--- src/rtl/fetch_redirect_unit_if.sv ---
// Fetch-stage bus between the pipeline control logic and the PC sequencer.
// The master side is the hazard/execute/decode logic. It drives stalls,
// redirects and halts. The slave side is the fetch redirect unit.
interface fetch_redirect_unit_if #(
  parameter int PC_WIDTH = 32
);

  logic                stallF;
  logic                PCSrc;
  logic [PC_WIDTH-1:0] branchTarget;
  logic                haltD;
  logic [PC_WIDTH-1:0] pcF;
  logic [PC_WIDTH-1:0] pcPlusStepF;
  logic                flushD;
  logic                flushE;
  logic                fetchValid;
  logic                halted;

  modport master (
    output stallF, PCSrc, branchTarget, haltD,
    input  pcF, pcPlusStepF, flushD, flushE, fetchValid, halted
  );

  modport slave (
    input  stallF, PCSrc, branchTarget, haltD,
    output pcF, pcPlusStepF, flushD, flushE, fetchValid, halted
  );

endinterface

--- src/rtl/fetch_redirect_unit.sv ---
// Fetch-stage PC sequencer.
// It owns the PC and steers fetch to taken-branch targets. After a redirect it
// flushes the wrong-path D/E instructions. It masks fetchValid while the
// instruction memory refills, and it freezes fetch after a decoded halt.
module fetch_redirect_unit #(
  parameter int                  PC_WIDTH      = 32,
  parameter int                  PC_STEP       = 4,
  parameter logic [PC_WIDTH-1:0] RESET_PC      = '0,
  parameter int                  REFILL_CYCLES = 1
) (
  input logic                  clk,
  input logic                  reset,
  fetch_redirect_unit_if.slave bus
);

  localparam int CNT_W = (REFILL_CYCLES < 2) ? 1 : $clog2(REFILL_CYCLES + 1);
  localparam logic [CNT_W-1:0]    REFILL_LOAD = CNT_W'(REFILL_CYCLES);
  localparam logic [CNT_W-1:0]    CNT_ONE     = CNT_W'(1);
  localparam logic [PC_WIDTH-1:0] STEP        = PC_WIDTH'(PC_STEP);

  typedef enum logic [1:0] {
    BOOT   = 2'd0,
    RUN    = 2'd1,
    REFILL = 2'd2,
    HALT   = 2'd3
  } stateT;

  stateT               state;
  logic [PC_WIDTH-1:0] pcReg;
  logic [CNT_W-1:0]    refillCnt;
  logic                redirect;

  // A taken branch counts only while fetch is live (RUN or REFILL).
  assign redirect = bus.PCSrc && ((state == RUN) || (state == REFILL));

  assign bus.pcF         = pcReg;
  assign bus.pcPlusStepF = pcReg + STEP;
  assign bus.flushE      = redirect;
  assign bus.flushD      = redirect || (state == HALT) || ((state == RUN) && bus.haltD);
  assign bus.fetchValid  = (state == RUN);
  assign bus.halted      = (state == HALT);

  // Sequencer: the PC register, the refill countdown and the BOOT/RUN/REFILL/HALT state.
  always_ff @(posedge clk or negedge reset) begin
    if (!reset) begin
      state     <= BOOT;
      pcReg     <= RESET_PC;
      refillCnt <= '0;
    end else begin
      case (state)
        BOOT: begin
          state <= RUN;
        end
        RUN: begin
          if (bus.PCSrc) begin
            pcReg     <= bus.branchTarget;
            refillCnt <= REFILL_LOAD;
            state     <= REFILL;
          end else if (bus.haltD) begin
            state <= HALT;
          end else if (!bus.stallF) begin
            pcReg <= pcReg + STEP;
          end
        end
        REFILL: begin
          if (bus.PCSrc) begin
            pcReg     <= bus.branchTarget;
            refillCnt <= REFILL_LOAD;
          end else if (!bus.stallF) begin
            pcReg     <= pcReg + STEP;
            refillCnt <= refillCnt - CNT_ONE;
            if (refillCnt == CNT_ONE) begin
              state <= RUN;
            end
          end
        end
        HALT: begin
          state <= HALT;
        end
        default: begin
          state <= BOOT;
        end
      endcase
    end
  end

endmodule

--- src/flat_wrapper.sv ---
// flat-port wrapper written by rule: the top's interface ports become plain ports
module fetch_redirect_unit_flat 
#(
  parameter int                  PC_WIDTH      = 32,
  parameter int                  PC_STEP       = 4,
  parameter logic [PC_WIDTH-1:0] RESET_PC      = '0,
  parameter int                  REFILL_CYCLES = 1
)
  (clk, reset, bus_stallF, bus_PCSrc, bus_branchTarget, bus_haltD, bus_pcF, bus_pcPlusStepF, bus_flushD, bus_flushE, bus_fetchValid, bus_halted);
  fetch_redirect_unit_if #(.PC_WIDTH(PC_WIDTH)) bus_i ();
  input logic clk;
  input logic reset;
  input wire logic [$bits(bus_i.stallF)-1:0] bus_stallF;
  input wire logic [$bits(bus_i.PCSrc)-1:0] bus_PCSrc;
  input wire logic [$bits(bus_i.branchTarget)-1:0] bus_branchTarget;
  input wire logic [$bits(bus_i.haltD)-1:0] bus_haltD;
  output wire logic [$bits(bus_i.pcF)-1:0] bus_pcF;
  output wire logic [$bits(bus_i.pcPlusStepF)-1:0] bus_pcPlusStepF;
  output wire logic [$bits(bus_i.flushD)-1:0] bus_flushD;
  output wire logic [$bits(bus_i.flushE)-1:0] bus_flushE;
  output wire logic [$bits(bus_i.fetchValid)-1:0] bus_fetchValid;
  output wire logic [$bits(bus_i.halted)-1:0] bus_halted;
  assign bus_i.stallF = bus_stallF;
  assign bus_i.PCSrc = bus_PCSrc;
  assign bus_i.branchTarget = bus_branchTarget;
  assign bus_i.haltD = bus_haltD;
  assign bus_pcF = bus_i.pcF;
  assign bus_pcPlusStepF = bus_i.pcPlusStepF;
  assign bus_flushD = bus_i.flushD;
  assign bus_flushE = bus_i.flushE;
  assign bus_fetchValid = bus_i.fetchValid;
  assign bus_halted = bus_i.halted;
  fetch_redirect_unit #(.PC_WIDTH(PC_WIDTH), .PC_STEP(PC_STEP), .RESET_PC(RESET_PC), .REFILL_CYCLES(REFILL_CYCLES)) u_core (.clk(clk), .reset(reset), .bus(bus_i));
endmodule
--- config.mk ---
export PLATFORM = sky130hd
export DESIGN_NAME = fetch_redirect_unit_flat
export DESIGN_NICKNAME = d
export VERILOG_FILES = /design/src/rtl/fetch_redirect_unit_if.sv /design/src/rtl/fetch_redirect_unit.sv /design/src/flat_wrapper.sv
export SDC_FILE = /design/constraint.sdc
export NUM_CORES = 1
export LEC_CHECK = 0
export ABC_AREA = 1
export CAP_MARGIN = 20
export CORE_ASPECT_RATIO = 0.6
export CORE_MARGIN = 2
export CORE_UTILIZATION = 45
export DETAILED_ROUTE_END_ITERATION = 8
export GPL_TIMING_DRIVEN = 0
export PLACE_DENSITY = 0.82
export SLEW_MARGIN = 20
export SYNTH_ARGS = -nofsm -noshare
export SYNTH_HDL_FRONTEND = slang
export SYNTH_SLANG_ARGS = --single-unit
--- constraint.sdc ---
create_clock -name clk -period 2.3 [get_ports clk]
set_input_delay 0.69 -clock clk [delete_from_list [all_inputs] [get_ports clk]]
set_output_delay 0.69 -clock clk [all_outputs]
set_load 0.02 [all_outputs]
== Word level (Yosys, flattened, before mapping) ==
Index checks and enable logic that the tools add are counted.
Word-level totals
  logic and storage cells: 40
  input bits: 37
  register bits after elaboration: 35
  output and inout port bits: 68
Cells by class
  equality and inequality tests: 10
  add/sub/neg operators: 2
  multiplexer cells: 15
  reductions and logical operators: 10
Operators with widths (number)
  $mux 32: 4
  $pmux 32 s2: 1
  $add 32x3->32 const B: 1
  $mux 2: 5
  $ne 3x3->1 const B: 3
  $pmux 2 s4: 1
  $ne 2x2->1 const B: 3
  $eq 2x2->1 const B: 2
  $reduce_and 4->1: 1
  $logic_or 1x1->1: 3
  $mux 1: 3
  $reduce_and 3->1: 1
  $eq 2x1->1 const B: 1
  $logic_and 1x1->1: 2
  $logic_not 2->1: 1
  $ne 2x1->1 const B: 1
  $pmux 1 s2: 1
  $reduce_and 2->1: 1
  $reduce_bool 2->1: 1
  $sub 1x1->1 const B: 1

== Depth between registers and ports, before layout ==
  depth in word-level cells: 5
  mapped depth: 10
  mapped depth without buffers: 10

== Worst setup path after synthesis ==
OpenSTA, ideal clock, no wires.
  path kind: register to output
  from: reg u_core.pcReg[3], in the netlist u_core.bus.pcF[3]
  to: out bus_pcPlusStepF[8]
  arrival: 1481 ps
  path buffers: 0
  required time: 1610 ps
  cell stages (with the launch flop): 6
  path slack: 129 ps
  path through: dfrtp_1 ha_1 nand2_2 nor2_4 nand2_2 xnor2_1
On the way
  word-level cells in the longest chain between the ends: 1
RTL lines
  from (decl): RTL line fetch_redirect_unit.sv:29  | logic [PC_WIDTH-1:0] pcReg;
  from (signal assigned): RTL line fetch_redirect_unit.sv:56  | pcReg <= bus.branchTarget;
  from (signal assigned): RTL line fetch_redirect_unit.sv:62  | pcReg <= pcReg + STEP;
  from (signal assigned): RTL line fetch_redirect_unit.sv:67  | pcReg <= bus.branchTarget;
  $add 32x3->32: RTL line fetch_redirect_unit.sv:37  | assign bus.pcPlusStepF = pcReg + STEP;
  to (decl): RTL line flat_wrapper.sv:18  | output wire logic [$bits(bus_i.pcPlusStepF)-1:0] bus_pcPlusStepF;
Every way passes these cells.

== Final worst setup path ==
  from: reg u_core.pcReg[9], in the netlist u_core.bus.pcF[9]
  to: out bus_pcPlusStepF[30]
The elaborated chain is that of the path after synthesis.

==> summary.md <==
| Metric | Value |
|---|---|
| FF-to-FF Start | u_core.state[0] |
| Period utilisation layout | 107.9% |
| Starting Density | between 40% and 50% |
| Number of global-route vias before repair | 3182 |
| Adder-Cell Fraction of Synth Area | 1.855% |
| Synthesized area | 2698 sq um |
| Post-layout nets | 604 |
| Static leakage | 2.031 nW |
| Fillers | 427 |
| Core area | 5675 sq um |
| Crit end category | primary output |
| DR vias | 3387 |
| Post-Route WL | roughly 10000 um |
| Pre-antenna DRT Iters | 5 |
| Register-to-register setup slack | roughly 0.29 ns |
| Status | complete, but fails checks |
| Post-synth top cells | nand2_1 (156), nor2_1 (75), inv_1 (43) |
| Combinational power share | 67.6% |
| Min cycle time layout | 2.481 ns |
| Worst VDD drop | about 740 uV |
| IO Port Bufs | 104 |
| All-Layer GR Usage | 29.12% |
| Remaining antenna violation count | 0 |
| CP required | 1.61 ns |
| Synth warn | 0 |
| Slew headroom | a little over three fifths |
| Final setup skew | 0.007630 ns |
| Kind of critical path | flop to primary output |
| Via/cell ratio | 5.259 |
| Pwr dens | around 1400 nW/um^2 |
| Largest family of logic cells by synthesized area | simple AND/OR/NAND/NOR gates |
| Sinks on the clock net | 35 |
| Flop pwr share | 23.7% |
| Post-synthesis register bit count | 35 |
| Root buffer cell | clkbuf_8 |
| Die height | 63.98 um |
| HPWL Detailed | about 7000 um |
| Fmax | 403.1 MHz |
| Crit path from | u_core.bus.pcF[9] |
| Switching part of the total | around half |
| Worst-path maximum fanout | 5 |
| Clock Latency Late Sink | 0.30 ns |
| Reported max-cap violation count | 0 |
| Post-Synth XOR/XNOR Area | under 10% |
| Syn-to-layout area delta | 61.13% |
| Clock share of power | between 8 and 9% |
| Area contributors post-synth | dfrtp_1 (32%), nand2_1 (22%), nor2_1 (10%) |
| I/O pins | 105 |
| Seq/Total Area, Yosys | 32.47% |
| Tightest Pin Transition | between 0.5 and 0.6 ns |
| Finish-stage setup viols | 25 |
| GRT overflow | 0 |
| Post-synthesis compound-gate area fraction | approximately a tenth |
| Synth top area share | 32.47% |
| Die area | 6651 sq um |
| Routability cong. | 0.9203 |
| Setup TNS | -2.080 ns |
| Hold Crit Class | input port to asynchronous set/reset pin |
| WP data arrival | 1.79 ns |
| Worst-path clk slew | 0.08 ns |
| H-tree depth | 2 |
| Post-Syn Area per Cell | 6.187 sq um |
| Layout cells sized above 1 | 26.60% |
| Inserted Diodes | 0 |
| Total CTS buffers | 5 |
| Row cnt | 21 |
| Sw power | approximately 3.0 mW |
| Synth cell types | 28 |
| Mapped Cells | 436 |
| Yosys top cell by area | dfrtp_1 |
| Final Slew Violations | 0 |
| Wire per inst | 15.55 um |
| Synth Flop Type | dfrtp_1 |
| Largest net degree at the start of global routing | 19 |
| Power Total | 6.006 mW |
| Max clock buf depth | 2 |
| # hold bufs at CTS | 0 |
| Failing checks | setup timing |
| Startpoint types | flop |
| Synth Area in Simple Gates | 44.34% |
| Mux contribution to synthesized area | 0% |
| Post-synth ARST share | 100.0% |
| DRC | 0 |
| RSZ-0062 raised after global routing | true |
| Die Wd | 104.0 um |
| Iter 0 DRT Violations | 286 |
| Syn_nets | 477 |
| Internal power | between 2 and 3 mW |
| CTS tree | yes |
| Most frequent cell after synthesis | nand2_1 |
| Initial antenna violation count | 0 |
| Fin worst setup slack | -0.1808 ns |
| EDFF count, synth | 0 |
| First-pass GRT wire length | between 15000 and 20000 um |
| Final hold vios | 0 |
## state kept, by name, summed over array words and instances (netlist names)
register,cells
u_core.bus.pcF,32
u_core.refillCnt,1
u_core.state,2
## worst paths after layout
check	endpoint	depth (start not counted)
max	bus_pcPlusStepF[30]	8
min in group clk	u_core.bus.pcF[1]	2
max in group asynchronous	u_core.bus.pcF[3]	2
min	u_core.bus.pcF[7]	1
max reg2reg	u_core.bus.pcF[19]	9
min reg2reg	u_core.bus.pcF[1]	2
## critical path, cell delays in order (launching register included)
cell and delay [ns]:
dfrtp_1 0.42, buf_4 0.16, nand2_1 0.09, nor2_2 0.16, nand2_4 0.12, nor2_4 0.18, nand3_2 0.12, nand2_2 0.12
buf_6 0.12
## final cells by class
type / count / area, sq um / share of cell area, %
multi-input cells: 340 / 1833 / 42.17
repair buffers: 120 / 1172 / 26.97
flip-flops and latches: 35 / 895.9 / 20.61
inverters: 48 / 180.2 / 4.145
clock buffers: 8 / 100.1 / 2.303
well taps: 80 / 100.1 / 2.303
plain buffers: 13 / 65.06 / 1.497
## cell usage in the layout (no fill, tap or decap), drive strengths merged, types with 4 or more instances in the layout
master         count
a21oi             22
buf               54
clkbuf            13
clkdlybuf4s50     68
dfrtp             35
dlygate4sd2        4
ha                 4
inv               48
nand2            163
nand3             26
nor2              87
o21ai             20
o22ai              5
xor2               5
## layer usage
layer / vias to the layer above / part of all wire [%] / GRT usage (%)
met5: - / 0 / 0
met4: 0 / 2.3 / 8.615
met3: 28 / 9.8 / 8.061
met2: 198 / 44 / 44.65
met1: 1551 / 44 / 40.29
li1: 1610 / - / -
## power groups by stage
stage | Clock (mW) | Combinational, mW | Sequential, mW
5_1_grt | 0.544 | 4.35 | 1.47
2_1_floorplan | 0 | 1.72 | 1.58
4_1_cts | 0.521 | 3.65 | 1.34
3_3_place_gp | 0 | 3.54 | 1.34
6_report | 0.524 | 4.06 | 1.42
3_5_place_dp | 0 | 3.63 | 1.36
## cells by family after synthesis
| family | count (synthesis) |
|---|---|
| compound gates | 50 |
| xor+xnor | 6 |
| fa+ha+maj | 4 |
| buf+inv | 61 |
| flops | 35 |
| simple gates | 280 |
## stage by stage
stage	hold slack, ns	utilization, %	cells	area (sq um)	setup slack (ns)
global placement	0.4722	67.64	620	3839	-0.6099
global route	0.3713	76.59	644	4347	-0.2674
detailed placement	0.5013	68.03	621	3861	-0.6367
floorplan	0.3944	-	436	2698	0.1294
CTS	0.3490	70.61	637	4008	-0.1774
finish	0.3341	76.59	644	4347	-0.1808
## what timing repair did
item | 4_1_cts | 5_1_grt
endpoints found under the setup margin | 32 | 30
buffers inserted | 8 | 7
pin swaps | 13 | 18
resized for setup | 158 | 89
endpoints found under the hold margin | 0 | 0
No activity file was read; power rests on OpenSTA's default activity.
